$ cat config.mk
export PLATFORM = sky130hd
export DESIGN_NAME = qdec_mvd_syntax_fsm
export DESIGN_NICKNAME = d
export VERILOG_FILES = /design/src/rtl/qdec_cabac_package.sv /design/src/rtl/qdec_eg1_accum.sv /design/src/rtl/qdec_mvd_syntax_fsm.sv
export SDC_FILE = /design/constraint.sdc
export NUM_CORES = 1
export LEC_CHECK = 0
export ABC_CLOCK_PERIOD_IN_PS = 4680
export CORE_MARGIN = 5
export CORE_UTILIZATION = 55
export CTS_CLUSTER_DIAMETER = 80
export CTS_CLUSTER_SIZE = 40
export DETAILED_ROUTE_END_ITERATION = 8
export PLACE_DENSITY = 0.81
export SYNTH_ARGS = -nofsm -noshare
export SYNTH_HDL_FRONTEND = slang
export SYNTH_SLANG_ARGS = --single-unit
$ cat constraint.sdc
create_clock -name clk -period 4.68 [get_ports clk]
set_clock_uncertainty 0.2 [all_clocks]
set_input_delay 0.702 -clock clk [delete_from_list [all_inputs] [get_ports clk]]
set_output_delay 0.702 -clock clk [all_outputs]
set_load 0.005 [all_outputs]
$ cat src/rtl/qdec_cabac_package.sv
// rtl/qdec_cabac_package.sv - shared CABAC types and context tables for MVD syntax decoding
package qdec_cabac_package;

  typedef enum logic [3:0] {
    IDLE_MVD, GT0_X, GT0_Y, GT1_X, GT1_Y,
    EGP_X, EGS_X, SIGN_X, EGP_Y, EGS_Y, SIGN_Y, DONE_MVD
  } t_state_mvd;

  localparam logic [1:0] SLICE_B = 2'd0;
  localparam logic [1:0] SLICE_P = 2'd1;

  localparam int EG_ACC_W = 17;

  // Indexed by initType-1
  localparam logic [9:0] CTXIDX_ABS_MVD_GT0 [2] = '{10'd40, 10'd41};
  localparam logic [9:0] CTXIDX_ABS_MVD_GT1 [2] = '{10'd42, 10'd43};

  // Returns initType-1: P uses set 1 unless swapped, B (and anything else) uses set 2
  function automatic logic init_set(input logic [1:0] slice_type, input logic cabac_init_flag);
    case (slice_type)
      SLICE_P: return cabac_init_flag;
      SLICE_B: return !cabac_init_flag;
      default: return !cabac_init_flag;
    endcase
  endfunction

endpackage

$ cat src/rtl/qdec_eg1_accum.sv
// rtl/qdec_eg1_accum.sv - EG1 prefix/suffix accumulator for abs_mvd_minus2
module qdec_eg1_accum
  import qdec_cabac_package::*;
#(
  parameter int EG_MAX_PREFIX = 15
) (
  input  logic                clk,
  input  logic                rst_n,
  input  logic                clear,
  input  logic                bin,
  input  logic                bin_vld,
  input  logic                phase,
  output logic                prefix_done,
  output logic                suffix_done,
  output logic [EG_ACC_W-1:0] value,
  output logic                overflow
);

  localparam logic [EG_ACC_W-1:0] ACC_ONE = {{(EG_ACC_W-1){1'b0}}, 1'b1};

  logic [4:0]          r_k;
  logic [4:0]          r_rem;
  logic [EG_ACC_W-1:0] r_val;
  logic                w_pre_bin;
  logic                w_suf_bin;

  assign w_pre_bin   = bin_vld && !phase;
  assign w_suf_bin   = bin_vld && phase;
  // k equals one plus the prefix ones seen, so k hitting the limit means this one is one too many
  assign overflow    = w_pre_bin && bin && (r_k == 5'(EG_MAX_PREFIX));
  assign prefix_done = w_pre_bin && !bin;
  assign suffix_done = w_suf_bin && (r_rem == 5'd1);
  assign value       = r_val;

  always_ff @(posedge clk or negedge rst_n) begin
    if (!rst_n) begin
      r_k   <= 5'd1;
      r_rem <= 5'd0;
      r_val <= '0;
    end else if (clear) begin
      r_k   <= 5'd1;
      r_rem <= 5'd0;
      r_val <= '0;
    end else if (w_pre_bin) begin
      if (bin && !overflow) begin
        r_val <= r_val + (ACC_ONE << r_k);
        r_k   <= r_k + 5'd1;
      end else if (!bin) begin
        r_rem <= r_k;
      end
    end else if (w_suf_bin) begin
      if (bin) r_val <= r_val + (ACC_ONE << (r_rem - 5'd1));
      r_rem <= r_rem - 5'd1;
    end
  end

endmodule

$ cat src/rtl/qdec_mvd_syntax_fsm.sv
// rtl/qdec_mvd_syntax_fsm.sv - mvd_coding() bin-serial syntax decoder driving the shared CABAC engine
module qdec_mvd_syntax_fsm
  import qdec_cabac_package::*;
#(
  parameter int MVD_W         = 16,
  parameter int EG_MAX_PREFIX = 15
) (
  input  logic                    clk,
  input  logic                    rst_n,
  input  logic                    mvd_start,
  input  logic [1:0]              slice_type,
  input  logic                    cabac_init_flag,
  output logic [9:0]              ctx_mvd_addr,
  output logic                    ctx_mvd_addr_vld,
  output logic                    dec_run_mvd,
  input  logic                    dec_rdy,
  output logic                    EPMode_mvd,
  input  logic                    ruiBin,
  input  logic                    ruiBin_vld,
  output logic signed [MVD_W-1:0] mvd_x,
  output logic signed [MVD_W-1:0] mvd_y,
  output logic                    mvd_err,
  output logic                    mvd_done_intr
);

  t_state_mvd r_state, w_next;
  logic r_pending, r_init_idx, r_gt0_x, r_gt0_y, r_gt1_x, r_gt1_y, r_err;
  logic signed [MVD_W-1:0] r_mvd_x, r_mvd_y;
  logic w_bin_state, w_regular, w_issue, w_consume, w_start_acc;
  logic w_set_x, w_set_y, w_err_set;
  logic w_eg_vld, w_eg_phase, w_eg_clear, w_pre_done, w_suf_done, w_ovf;
  logic [9:0]          w_ctx;
  logic [EG_ACC_W-1:0] w_eg_val, w_abs_x, w_abs_y;

  function automatic logic [MVD_W-1:0] sat_mvd(input logic [EG_ACC_W-1:0] abs_v, input logic neg);
    logic [31:0] a, lim;
    a   = 32'(abs_v);
    lim = 32'd1 << (MVD_W - 1);
    if (a >= lim) return neg ? lim[MVD_W-1:0] : MVD_W'(lim - 32'd1);
    return neg ? MVD_W'(32'd0 - a) : a[MVD_W-1:0];
  endfunction

  assign w_start_acc = (r_state == IDLE_MVD) && mvd_start;
  assign w_consume   = ruiBin_vld && r_pending;
  assign w_issue     = w_bin_state && !r_pending && dec_rdy;
  assign w_eg_vld    = w_consume && (r_state inside {EGP_X, EGS_X, EGP_Y, EGS_Y});
  assign w_eg_phase  = (r_state == EGS_X) || (r_state == EGS_Y);
  // One accumulator serves both components; it restarts once x has been committed
  assign w_eg_clear  = w_start_acc || w_set_x;
  assign w_abs_x     = r_gt1_x ? w_eg_val + EG_ACC_W'(2) : EG_ACC_W'(1);
  assign w_abs_y     = r_gt1_y ? w_eg_val + EG_ACC_W'(2) : EG_ACC_W'(1);

  qdec_eg1_accum #(.EG_MAX_PREFIX(EG_MAX_PREFIX)) u_eg1 (
    .clk(clk), .rst_n(rst_n), .clear(w_eg_clear), .bin(ruiBin), .bin_vld(w_eg_vld),
    .phase(w_eg_phase), .prefix_done(w_pre_done), .suffix_done(w_suf_done),
    .value(w_eg_val), .overflow(w_ovf)
  );

  always_ff @(posedge clk or negedge rst_n) begin
    if (!rst_n) r_state <= IDLE_MVD;
    else        r_state <= w_next;
  end

  always_comb begin
    w_next      = r_state;
    w_bin_state = 1'b1;
    w_regular   = 1'b0;
    w_ctx       = '0;
    w_set_x     = 1'b0;
    w_set_y     = 1'b0;
    w_err_set   = 1'b0;
    case (r_state)
      IDLE_MVD: begin
        w_bin_state = 1'b0;
        if (mvd_start) w_next = GT0_X;
      end
      GT0_X: begin
        w_regular = 1'b1;
        w_ctx     = CTXIDX_ABS_MVD_GT0[r_init_idx];
        if (w_consume) w_next = GT0_Y;
      end
      GT0_Y: begin
        w_regular = 1'b1;
        w_ctx     = CTXIDX_ABS_MVD_GT0[r_init_idx];
        if (w_consume) w_next = r_gt0_x ? GT1_X : (ruiBin ? GT1_Y : DONE_MVD);
      end
      GT1_X: begin
        w_regular = 1'b1;
        w_ctx     = CTXIDX_ABS_MVD_GT1[r_init_idx];
        if (w_consume) w_next = r_gt0_y ? GT1_Y : (ruiBin ? EGP_X : SIGN_X);
      end
      GT1_Y: begin
        w_regular = 1'b1;
        w_ctx     = CTXIDX_ABS_MVD_GT1[r_init_idx];
        if (w_consume)
          w_next = r_gt0_x ? (r_gt1_x ? EGP_X : SIGN_X) : (ruiBin ? EGP_Y : SIGN_Y);
      end
      EGP_X, EGP_Y: begin
        if (w_ovf) begin
          w_err_set = 1'b1;
          w_next    = DONE_MVD;
        end else if (w_pre_done) begin
          w_next = (r_state == EGP_X) ? EGS_X : EGS_Y;
        end
      end
      EGS_X, EGS_Y: begin
        if (w_suf_done) w_next = (r_state == EGS_X) ? SIGN_X : SIGN_Y;
      end
      SIGN_X: begin
        if (w_consume) begin
          w_set_x = 1'b1;
          w_next  = r_gt0_y ? (r_gt1_y ? EGP_Y : SIGN_Y) : DONE_MVD;
        end
      end
      SIGN_Y: begin
        if (w_consume) begin
          w_set_y = 1'b1;
          w_next  = DONE_MVD;
        end
      end
      DONE_MVD: begin
        w_bin_state = 1'b0;
        w_next      = IDLE_MVD;
      end
      default: begin
        w_bin_state = 1'b0;
        w_next      = IDLE_MVD;
      end
    endcase
  end

  always_ff @(posedge clk or negedge rst_n) begin
    if (!rst_n) begin
      r_pending  <= 1'b0;
      r_init_idx <= 1'b0;
      r_gt0_x    <= 1'b0;
      r_gt0_y    <= 1'b0;
      r_gt1_x    <= 1'b0;
      r_gt1_y    <= 1'b0;
      r_err      <= 1'b0;
      r_mvd_x    <= '0;
      r_mvd_y    <= '0;
    end else begin
      if (w_issue)        r_pending <= 1'b1;
      else if (w_consume) r_pending <= 1'b0;
      if (w_start_acc) begin
        r_init_idx <= init_set(slice_type, cabac_init_flag);
        r_gt0_x    <= 1'b0;
        r_gt0_y    <= 1'b0;
        r_gt1_x    <= 1'b0;
        r_gt1_y    <= 1'b0;
        r_err      <= 1'b0;
        r_mvd_x    <= '0;
        r_mvd_y    <= '0;
      end
      if (w_consume) begin
        case (r_state)
          GT0_X:   r_gt0_x <= ruiBin;
          GT0_Y:   r_gt0_y <= ruiBin;
          GT1_X:   r_gt1_x <= ruiBin;
          GT1_Y:   r_gt1_y <= ruiBin;
          default: ;
        endcase
      end
      if (w_set_x) r_mvd_x <= sat_mvd(w_abs_x, ruiBin);
      if (w_set_y) r_mvd_y <= sat_mvd(w_abs_y, ruiBin);
      if (w_err_set) begin
        r_err   <= 1'b1;
        r_mvd_x <= '0;
        r_mvd_y <= '0;
      end
    end
  end

  assign ctx_mvd_addr     = w_ctx;
  assign ctx_mvd_addr_vld = w_issue && w_regular;
  assign dec_run_mvd      = w_issue;
  assign EPMode_mvd       = w_issue && !w_regular;
  assign mvd_x            = r_mvd_x;
  assign mvd_y            = r_mvd_y;
  assign mvd_err          = r_err;
  assign mvd_done_intr    = (r_state == DONE_MVD);

endmodule

==> impl_summary.log, run 1 <==
[metrics] run status: finished clean
[metrics] parity-gate share of the synthesized area counting xor and xnor cells: 0.0434
[metrics] routability congestion estimate: 0.965
[metrics] H-tree levels: 3
[metrics] fill count: 970
[metrics] maximum number of pins on one net before global-route repair: 46
[metrics] proportion of synthesized chip area in sequential cells: 0.290
[metrics] most frequent cell after synthesis: nand2_1
[metrics] number of cells produced by synthesis: 783
[metrics] final-layout setup total negative slack: 0 ns
[metrics] critical path buffer and inverter count: 4
[metrics] floorplan core area: 0.0108 mm2
[metrics] endpoint of the worst register-to-register path: u_eg1.value[15]
[metrics] synthesized flop and latch total: 70
[metrics] total overflow reported by the global router: 0
[metrics] starting density of the core: 0.561
[metrics] nets@finish: 844
[metrics] Reg2Reg Launch Point: r_state[3]
[metrics] die height: 115 um
[metrics] Max Fanout on Critical Path: 14
[metrics] total number of clock tree sinks: 70
[metrics] biggest area contributors in the synthesized netlist: dfrtp_1 (29%), o21ai_0 (6.5%), nand2_1 (6.1%)
[metrics] mean routed wirelength per cell: 17.9 um
[metrics] post-synthesis area per instance: 7.73 um2
[metrics] number of clock buffers inserted by TritonCTS: 9
[metrics] detailed-routing iteration count for the pre-antenna-repair pass: 5
[metrics] worst rel slew slack: 0.200
[metrics] insertion delay to the later sink of the worst-skew pair: 0.38 ns
[metrics] CTS tree: yes
[metrics] crit path kind: input pin to register
[metrics] ANT nets after route: 0
[metrics] number of diodes: 0
[metrics] setup slack after placement: -0.0283 ns
[metrics] initial antenna violation count: 0
[metrics] detailed-route vias per instance: 6.33
[metrics] Max Freq: 232 MHz
[metrics] clk slew on worst S/H paths: 0.08 ns
[metrics] Final setup viols: 0
[metrics] DRC: 0
[metrics] slack of the worst reg-to-reg path: 0.48 ns
[metrics] cell chain of the critical path: clkdlybuf4s50_1 > and2_1 > o21ai_1 > buf_4 > mux2_2 > or2_2 > nor2_1 > ha_1 > buf_4 > inv_1 > o21a_1 > o21ai_0 > a31oi_1 > o31ai_1 > xnor2_1 > o21ai_0
[metrics] area share of the leading cell type in the synthesized netlist: 0.285
[metrics] Clock Tree Root: clkbuf_8
[metrics] reported leakage power: 0.00291 uW
[metrics] ratio of cells with drive above 1 in the final layout: 0.0784
[metrics] largest area contributor in the synthesized netlist: dfrtp_1
[metrics] top cells by instance count after synthesis: nand2_1 (98), o21ai_0 (78), dfrtp_1 (69)
[metrics] signal arrival time at the worst endpoint: 4.37 ns
[metrics] combinational family with the most area after synthesis: simple AND/OR/NAND/NOR gates
[metrics] slew at the pin closest to its max-slew limit: 1.20 ns
[metrics] part of the cycle the worst path needs: 0.923
[metrics] number of flops mapped to enable cells by yosys: 0
[metrics] synth unique cells: 84
[metrics] row cnt: 38
[metrics] cell count of the worst reg-to-reg path: 15
[metrics] Hold Path Class: input pin to asynchronous set/reset pin
[metrics] Detailed Place HPWL: 12.8 mm
[metrics] CP max-delay cell: o21ai_0
[metrics] count of synthesis-stage warnings from yosys: 0
[metrics] final wirelength: 17.1 mm
[metrics] crit path capture type: register
[metrics] share of cell area taken by muxes after synthesis: 0.0320
[metrics] total of hold buffers inserted after clock tree synthesis: 0
[metrics] Crit path required time: 4.73 ns
[metrics] max-cap viol count: 0
[metrics] die area: 0.0132 mm2
[metrics] unrepaired setup endpoints after global routing: no
[metrics] post-route worst setup slack: 0.362 ns
[metrics] time the worst path needs with I/O delays and setup: 4.32 ns
[metrics] Max clock buf depth: 2
[metrics] slowest stage delay, CP: 0.46 ns
[metrics] layout-stage area growth over the synthesis result: 13.1%
[metrics] CTS resizes: 0
[metrics] area of the mapped netlist: 0.00605 mm2
[metrics] worst IR drop on VDD: 0.346 mV
[metrics] starting DRC count in detailed routing: 637
[metrics] number of global-route vias before repair: 5740
[metrics] Die X-Extent: 115 um
[metrics] area of combinational cells with multiple inputs: 0.00396 mm2
[metrics] main flop type after synthesis: dfrtp_1
[metrics] Pins Over Slew Limit: 0
[metrics] async set-reset flop share out of synthesis: 1.00
[metrics] power per standard cell area: 489 mW/mm2
[metrics] basic-gate share of the synthesized area counting and, or, nand and nor cells: 0.268
[metrics] share of synthesized cell area in full adder, half adder and majority cells: 0.0509
[metrics] Post-CTS Setup Bufs: 0
[metrics] category of the worst setup path launch point: input pin
[metrics] post-synthesis compound-gate area fraction: 0.256
[metrics] sequential cell area: 0.00175 mm2
[metrics] num ports: 56
[metrics] total global routing track utilization: 0.268
[metrics] number of port buffers: 49
[metrics] count of final hold-check violations: 0
[metrics] vias after detailed routing: 6054
[metrics] family with the most delay on the worst path: compound AO/OA/AOI/OAI gates
[metrics] wire length of the first global-routing pass: 28.5 mm
power by group:
| group | total (uW) | internal, uW | switching, uW |
|---|---|---|---|
| Combinational | 1810 | 754 | 1060 |
| Sequential | 921 | 741 | 179 |
| Clock | 616 | 369 | 247 |
layout by cell type, fill, tap and decap left out, types with 8 or more instances in the layout:
cell type	netlist	layout
nand2b_1	16	16
xnor2_1	13	13
nand2_1	98	98
clkbuf_8	0	10
nand3_1	43	43
inv_1	22	22
o21ai_0	78	78
clkdlybuf4s50_1	0	48
nand4_1	10	10
nor2_1	68	68
dfrtp_1	69	69
a31oi_1	8	8
a21o_1	10	10
buf_4	13	18
nor3_1	19	19
xor2_1	17	17
a211o_1	9	9
ha_1	23	23
a211oi_1	12	12
o31ai_1	9	9
mux2i_1	16	16
a21oi_1	47	47
nor3b_1	8	8
worst max-delay path by stage:
| stage | start | end | slack [ns] | cells after the start |
|---|---|---|---|---|
| 2_1_floorplan | ruiBin_vld | u_eg1.value[16] | 0.58 | 15 |
| 3_3_place_gp | ruiBin_vld | u_eg1.value[16] | 0.09 | 15 |
| 3_5_place_dp | ruiBin_vld | u_eg1.value[16] | -0.03 | 15 |
| 4_1_cts | ruiBin_vld | u_eg1.value[16] | 0.36 | 15 |
| 5_1_grt | ruiBin_vld | u_eg1.value[16] | 0.09 | 15 |
| 6_report | ruiBin_vld | u_eg1.value[15] | 0.36 | 16 |
registers in the layout (all words and copies together), names as in the netlist:
signal / count
r_gt1_y: 1
r_pending: 1
mvd_x: 16
u_eg1.r_k: 5
r_state: 4
u_eg1.value: 17
r_init_idx: 1
mvd_y: 16
u_eg1.r_rem: 5
r_gt0_y: 1
r_gt1_x: 1
r_gt0_x: 1
mvd_err: 1
worst register-to-register path, stage by stage (launching register included):
cell,delay (ns)
dfrtp_1,0.48
nor4b_2,0.22
o21ai_1,0.33
buf_4,0.26
mux2_2,0.40
or2_2,0.33
nor2_1,0.11
ha_1,0.16
buf_4,0.13
inv_1,0.05
o21a_1,0.20
o21ai_0,0.46
a31oi_1,0.21
o31ai_1,0.31
xnor2_1,0.15
o21ai_0,0.09
layout make-up:
cell class	count	share of cell area
inverters	24	0.0132
clock inverters	5	0.0155
repair buffers	67	0.0907
flip-flops and latches	70	0.256
multi-input cells	639	0.578
clock buffers	11	0.0207
well taps	140	0.0256
kinds of logic (layout without fill, tap and decap cells):
kind of cell / count (synthesis) / in the layout
AND/OR/NAND/NOR: 320 / 320
buffers and inverters: 79 / 107
flip-flops: 70 / 70
multiplexers: 19 / 19
XOR/XNOR: 30 / 30
adder cells (fa/ha/maj): 24 / 24
other: 1 / 6
AO/OA/AOI/OAI: 240 / 240
per-stage QoR:
stage	util	hold WS [ns]	area, um2	power (uW)	instances
after CTS	0.634	0.162	6840	3330	956
after global routing	0.634	0.199	6840	3610	956
after floorplan	-	0.206	6070	2130	788
after detailed placement	0.611	0.265	6600	2720	940
after global placement	0.611	0.265	6600	2670	940
final	0.634	0.137	6840	3350	956
metal layers:
layer | vias up | GRT usage | wire [um]
li1 | 2903 | - | -
met4 | 0 | 0.123 | 649
met5 | - | 0 | 0
met2 | 223 | 0.432 | 8060
met3 | 52 | 0.0495 | 949
met1 | 2876 | 0.351 | 7410
Power figures use the tool's default switching activity.
==> run 2: changes to the inputs <==
Settings changed: SETUP_SLACK_MARGIN set to 0.5.
==> impl_summary.log, run 2 (same netlist as run 1, synthesis figures left out) <==
[metrics] post-route cell area: 0.00688 mm2 (+0.48%)
[metrics] sum of met3 wire segment lengths after detailed routing: 1.11 mm (+17%)
[metrics] leading cell types in the layout, fill and taps excluded: nand2_1 (98), o21ai_0 (75), dfrtp_1 (69), nor2_1 (67), clkdlybuf4s50_1 (48)
[metrics] worst rel slew slack: 0.207 (+0.00705)
[metrics] insertion delay to the later sink of the worst-skew pair: 0.38 ns (about the same)
[metrics] part of the cycle the worst path needs: 0.853 (-0.0694)
[metrics] layout-stage area growth over the synthesis result: 13.6%
[metrics] slew at the pin closest to its max-slew limit: 1.19 ns (-0.0105 ns)
[metrics] power share of the combinational group: 0.544 (+0.003)
[metrics] routability congestion estimate: 0.965 (unchanged)
[metrics] category of the worst setup path launch point: input pin
[metrics] Clock Tree Root: clkbuf_8
[metrics] detailed-routing iteration count for the pre-antenna-repair pass: 5 (unchanged)
[metrics] Hold Path Class: input pin to asynchronous set/reset pin
[metrics] starting DRC count in detailed routing: 663 (+4.1%)
[metrics] final wirelength: 17.2 mm (+0.50%)
[metrics] flip-flop count of the largest register after layout: 17 (unchanged)
[metrics] total length of routed met2 wires: 8.13 mm (+0.84%)
[metrics] num ports: 56 (unchanged)
[metrics] total of hold buffers inserted after clock tree synthesis: 0 (unchanged)
[metrics] endpoint of the worst register-to-register path: u_eg1.value[16]
[metrics] Die X-Extent: 115 um (unchanged)
[metrics] number of diodes: 0 (unchanged)
[metrics] row cnt: 38 (unchanged)
[metrics] initial antenna violation count: 0 (unchanged)
[metrics] Final setup viols: 0 (unchanged)
[metrics] worst IR drop on VDD: 0.360 mV (+3.9%)
[metrics] vias after detailed routing: 6034 (-0.33%)
[metrics] maximum number of pins on one net before global-route repair: 46 (unchanged)
[metrics] wire length of the first global-routing pass: 28.5 mm (unchanged)
[metrics] ANT nets after route: 0 (unchanged)
[metrics] die area: 0.0132 mm2 (unchanged)
[metrics] part of the total power dissipated in the clock network: 0.183 (about the same)
[metrics] clk slew on worst S/H paths: 0.08 ns (about the same)
[metrics] Switch Pwr: 1500 uW (+1.2%)
[metrics] most common cell after layout, fill and taps aside: nand2_1
[metrics] Placed Cells: 940 (unchanged)
[metrics] nets@finish: 844 (unchanged)
[metrics] total number of clock tree sinks: 70 (unchanged)
[metrics] die height: 115 um (unchanged)
[metrics] Sw Share: 0.445 (+0.00178)
[metrics] number of clock buffers inserted by TritonCTS: 9 (unchanged)
[metrics] sequential cell area: 0.00175 mm2 (unchanged)
[metrics] total global routing track utilization: 0.268 (unchanged)
[metrics] Post-CTS Setup Bufs: 0 (unchanged)
[metrics] final core area utilization: 0.637 (+0.00301)
[metrics] ratio of cells with drive above 1 in the final layout: 0.0870 (+0.00858)
[metrics] reported leakage power: 0.00291 uW (about the same)
[metrics] met1 layer wirelength in the final routing: 7.28 mm (-1.8%)
[metrics] Detailed Place HPWL: 12.8 mm (unchanged)
[metrics] Max Freq: 250 MHz (+8.1%)
[metrics] floorplan core area: 0.0108 mm2 (unchanged)
[metrics] cell-internal power: 1870 uW (+0.45%)
[metrics] H-tree levels: 3 (unchanged)
[metrics] Max clock buf depth: 2 (unchanged)
[metrics] Pins Over Slew Limit: 0 (unchanged)
[metrics] fill count: 962 (-0.82%)
[metrics] crit path kind: input pin to register
[metrics] DRC: 0 (unchanged)
[metrics] detailed-route vias per instance: 6.31 (-0.33%)
[metrics] sequential power share: 0.273 (-0.002)
[metrics] highest layer used for signal routing: met4
[metrics] run status: finished clean
[metrics] final cell count without fillers: 956 (unchanged)
[metrics] number of port buffers: 49 (unchanged)
[metrics] total overflow reported by the global router: 0 (unchanged)
[metrics] count of final hold-check violations: 0 (unchanged)
[metrics] starting density of the core: 0.561 (unchanged)
[metrics] Reg2Reg Launch Point: r_state[3]
[metrics] instance area at placement: 0.00660 mm2 (unchanged)
[metrics] CTS tree: yes
[metrics] max-cap viol count: 0 (unchanged)
[metrics] number of global-route vias before repair: 5740 (unchanged)
[metrics] mean routed wirelength per cell: 17.9 um (+0.50%)
[metrics] area of combinational cells with multiple inputs: 0.00399 mm2 (+0.73%)
[metrics] power per standard cell area: 491 mW/mm2 (+0.29%)
[metrics] Max Fanout on Critical Path: 14 (unchanged)
[metrics] slack of the worst reg-to-reg path: 0.75 ns (+0.27 ns)
[metrics] signal arrival time at the worst endpoint: 4.10 ns (-0.27 ns)
[metrics] Crit path required time: 4.78 ns (+0.05 ns)
[metrics] time the worst path needs with I/O delays and setup: 3.99 ns (-0.325 ns)
[metrics] unrepaired setup endpoints after global routing: yes
[metrics] crit path capture type: register
[metrics] cell count of the worst reg-to-reg path: 14 (-1)
[run 2: cell counts in the layout (fill, tap and decap cells not counted)]
No cell type changed its count.
[run 2: power groups by stage]
stage | registers (uW) | clock network (uW) | logic, uW
2_1_floorplan | 843 | 0 | 1280
3_3_place_gp | 917 | 0 | 1760
3_5_place_dp | 925 | 0 | 1790
4_1_cts | 915 | 622 | 1800
5_1_grt | 942 | 652 | 2030
6_report | 921 | 616 | 1840
[run 2: how the worst max path moves through the flow]
stage                     from               to  slack, ns  cells after the start
floorplan           ruiBin_vld  u_eg1.value[16]       0.58                     15
global placement    ruiBin_vld  u_eg1.value[16]       0.09                     15
detailed placement  ruiBin_vld  u_eg1.value[16]      -0.03                     15
CTS                 ruiBin_vld  u_eg1.value[16]       0.39                     15
global route        ruiBin_vld  u_eg1.value[16]       0.47                     15
finish              ruiBin_vld  u_eg1.value[16]       0.69                     15
[run 2: worst max-delay path, stage by stage]
cell and delay, ns:
clkdlybuf4s50_1 0.43, and2_1 0.19, o21ai_2 0.13, buf_6 0.20, mux2_2 0.39, or2_2 0.33
nor2_1 0.10, ha_1 0.28, a21oi_1 0.17, o21ai_0 0.17, a21oi_1 0.20, nand2_1 0.11
a221oi_2 0.25, mux2i_1 0.24, mux2i_1 0.20
[run 2: layout make-up]
cell class | instances | area share
timing repair buffer | 67 | 0.0908
clock buffer | 11 | 0.0206
sequential | 70 | 0.255
multi-input combinational | 639 | 0.580
inverter | 24 | 0.0131
tap | 140 | 0.0255
clock inverter | 5 | 0.0155
[run 2: timing repair]
item	4_1_cts	5_1_grt
endpoints found under the setup margin	5	7
cloned	0	0
gates resized for setup	2	9
[run 2: metrics by stage]
step	hold slack [ns]	worst slack, ns	power [uW]	TNS (ns)
global placement	0.265	0.0889	2670	0
floorplan	0.206	0.580	2130	0
detailed placement	0.265	-0.0283	2720	-0.0359
finish	0.139	0.687	3370	0
global route	0.199	0.469	3620	0
CTS	0.162	0.390	3330	0
[run 2: per-layer routing]
metal / track usage / vias to the layer above
met2: 0.432 / 235
met4: 0.123 / 0
met3: 0.0495 / 47
li1: - / 2909
met5: 0 / -
met1: 0.351 / 2843
==> run 3: changes to the inputs <==
Settings changed: ABC_CLOCK_PERIOD_IN_PS 4680 to 5200, PLACE_DENSITY 0.81 to 0.77.
Clock period 4.68 ns to 5.2 ns, I/O delays scaled along.
==> impl_summary.log, run 3 (same netlist as run 1, synthesis figures left out) <==
[metrics] fill count: 983 (+2.2%)
[metrics] instance area at placement: 0.00655 mm2 (-0.68%)
[metrics] nets@finish: 838 (-0.71%)
[metrics] max-cap viol count: 0 (unchanged)
[metrics] DRC: 0 (unchanged)
[metrics] CTS tree: yes
[metrics] number of global-route vias before repair: 5820 (+1.4%)
[metrics] Post-CTS Setup Bufs: 0 (unchanged)
[metrics] reported leakage power: 0.00289 uW (-0.79%)
[metrics] total of hold buffers inserted after clock tree synthesis: 0 (unchanged)
[metrics] vias after detailed routing: 5978 (-0.93%)
[metrics] M2 GR Usage: 0.445 (+0.0131)
[metrics] Pins Over Slew Limit: 0 (unchanged)
[metrics] run status: finished clean
[metrics] initial antenna violation count: 0 (unchanged)
[metrics] mean routed wirelength per cell: 17.7 um (-1.4%)
[metrics] CTS resizes: 0 (-2)
[metrics] Hold Path Class: input pin to asynchronous set/reset pin
[metrics] die area: 0.0132 mm2 (unchanged)
[metrics] Detailed Place HPWL: 12.5 mm (-2.3%)
[metrics] part of the cycle the worst path needs: 0.826
[metrics] Die X-Extent: 115 um (unchanged)
[metrics] worst IR drop on VDD: 0.306 mV (-15%)
[metrics] Max Fanout on Critical Path: 11 (-3)
[metrics] H-tree levels: 3 (unchanged)
[metrics] maximum number of pins on one net before global-route repair: 47 (+2.2%)
[metrics] signal arrival time at the worst endpoint: 4.39 ns (+0.29 ns)
[metrics] detailed-routing iteration count for the pre-antenna-repair pass: 5 (unchanged)
[metrics] floorplan core area: 0.0108 mm2 (unchanged)
[metrics] total number of clock tree sinks: 70 (unchanged)
[metrics] number of diodes: 0 (unchanged)
[metrics] power per standard cell area: 437 mW/mm2 (-11%)
[metrics] routability congestion estimate: 0.954 (-1.2%)
[metrics] num ports: 56 (unchanged)
[metrics] Final setup viols: 0 (unchanged)
[metrics] ANT nets after route: 0 (unchanged)
[metrics] detailed-route vias per instance: 6.29 (-0.30%)
[metrics] insertion delay to the later sink of the worst-skew pair: 0.37 ns (about the same)
[metrics] slew at the pin closest to its max-slew limit: 1.11 ns (-0.0789 ns)
[metrics] row cnt: 38 (unchanged)
[metrics] total global routing track utilization: 0.268 (-0.000355)
[metrics] ratio of cells with drive above 1 in the final layout: 0.0753 (-0.0117)
[metrics] number of clock buffers inserted by TritonCTS: 9 (unchanged)
[metrics] post-route cell area: 0.00681 mm2 (-1.0%)
[metrics] Placed Cells: 934 (-0.64%)
[metrics] Crit path required time: 5.30 ns (+0.52 ns)
[metrics] leading cell types in the layout, fill and taps excluded: nand2_1 (98), o21ai_0 (77), dfrtp_1 (69), nor2_1 (68), clkdlybuf4s50_1 (48)
[metrics] unrepaired setup endpoints after global routing: no
[metrics] count of final hold-check violations: 0 (unchanged)
[metrics] met3 usage: 0.0347 (-0.0147)
[metrics] time the worst path needs with I/O delays and setup: 4.30 ns
[metrics] crit path kind: input pin to register
[metrics] number of port buffers: 49 (unchanged)
[metrics] total overflow reported by the global router: 0 (unchanged)
[metrics] starting DRC count in detailed routing: 563 (-15%)
[metrics] final wirelength: 16.8 mm (-2.1%)
[metrics] flip-flop count of the largest register after layout: 17 (unchanged)
[metrics] final-layout setup total negative slack: 0 ns (unchanged)
[metrics] die height: 115 um (unchanged)
[metrics] GRT Max-Usage Layer: met2
[metrics] wire length of the first global-routing pass: 28.8 mm (+0.97%)
[metrics] crit path capture type: register
[metrics] starting density of the core: 0.561 (unchanged)
[metrics] Clock Tree Root: clkbuf_8
[metrics] clk slew on worst S/H paths: 0.08 ns (about the same)
[metrics] layout-stage area growth over the synthesis result: 12.4%
[metrics] most common cell after layout, fill and taps aside: nand2_1
[metrics] Max clock buf depth: 2 (unchanged)
[metrics] Max Freq: 233 MHz
[metrics] routing usage on met1: 0.341 (-0.00996)
[metrics] final cell count without fillers: 950 (-0.63%)
[metrics] category of the worst setup path launch point: input pin
[metrics] worst rel slew slack: 0.260 (+0.0528)
-- run 3: worst max-delay path, stage by stage --
cell             delay [ns]
clkdlybuf4s50_1        0.44
and2_1                 0.20
o21ai_2                0.16
buf_4                  0.24
mux2_2                 0.39
or2_2                  0.33
nor2_1                 0.10
ha_1                   0.30
a211oi_2               0.28
o21ai_0                0.17
nand4_1                0.16
nand2_1                0.09
a221oi_1               0.30
mux2i_1                0.26
mux2i_1                0.20
-- run 3: cell type report --
cell class / instances / area (um2) / area share
sequential: 70 / 1750 / 0.258
tap: 140 / 175 / 0.0257
clock inverter: 6 / 109 / 0.0160
clock buffer: 10 / 138 / 0.0202
multi-input combinational: 639 / 3970 / 0.583
timing repair buffer: 61 / 576 / 0.0846
inverter: 24 / 90.1 / 0.0132
-- run 3: path summary, 6_finish.rpt --
kind | start | to | slack (ns) | cells past startpoint
worst max-delay path | ruiBin_vld | u_eg1.value[16] | 0.90 | 15
min in group clk | mvd_x[8] | mvd_x[8] | 0.28 | 2
worst min register to register | mvd_x[8] | mvd_x[8] | 0.28 | 2
max in group asynchronous | rst_n | u_eg1.r_k[0] | 3.55 | 2
worst min-delay path | rst_n | mvd_y[4] | 0.24 | 1
worst max register to register | r_state[1] | u_eg1.value[16] | 1.09 | 14
-- run 3: metal layers --
layer  wire [um]  vias to the layer above
li1            -                     2902
met1        7210                     2813
met2        8000                      215
met3         846                       48
met4         743                        0
met5           0                        -
-- run 3: per-stage QoR --
step	setup slack [ns]	hold slack (ns)	utilization	total power, uW
final	0.904	0.238	0.631	2970
after CTS	0.655	0.254	0.630	2960
after global routing	0.557	0.296	0.631	3210
after detailed placement	0.283	0.266	0.607	2400
after floorplan	1.02	0.242	-	1910
after global placement	0.406	0.261	0.607	2360
-- run 3: report_power, final --
group / switching (uW) / internal, uW / total [uW]
Sequential: 155 / 667 / 823
Combinational: 941 / 648 / 1590
Clock: 228 / 331 / 559
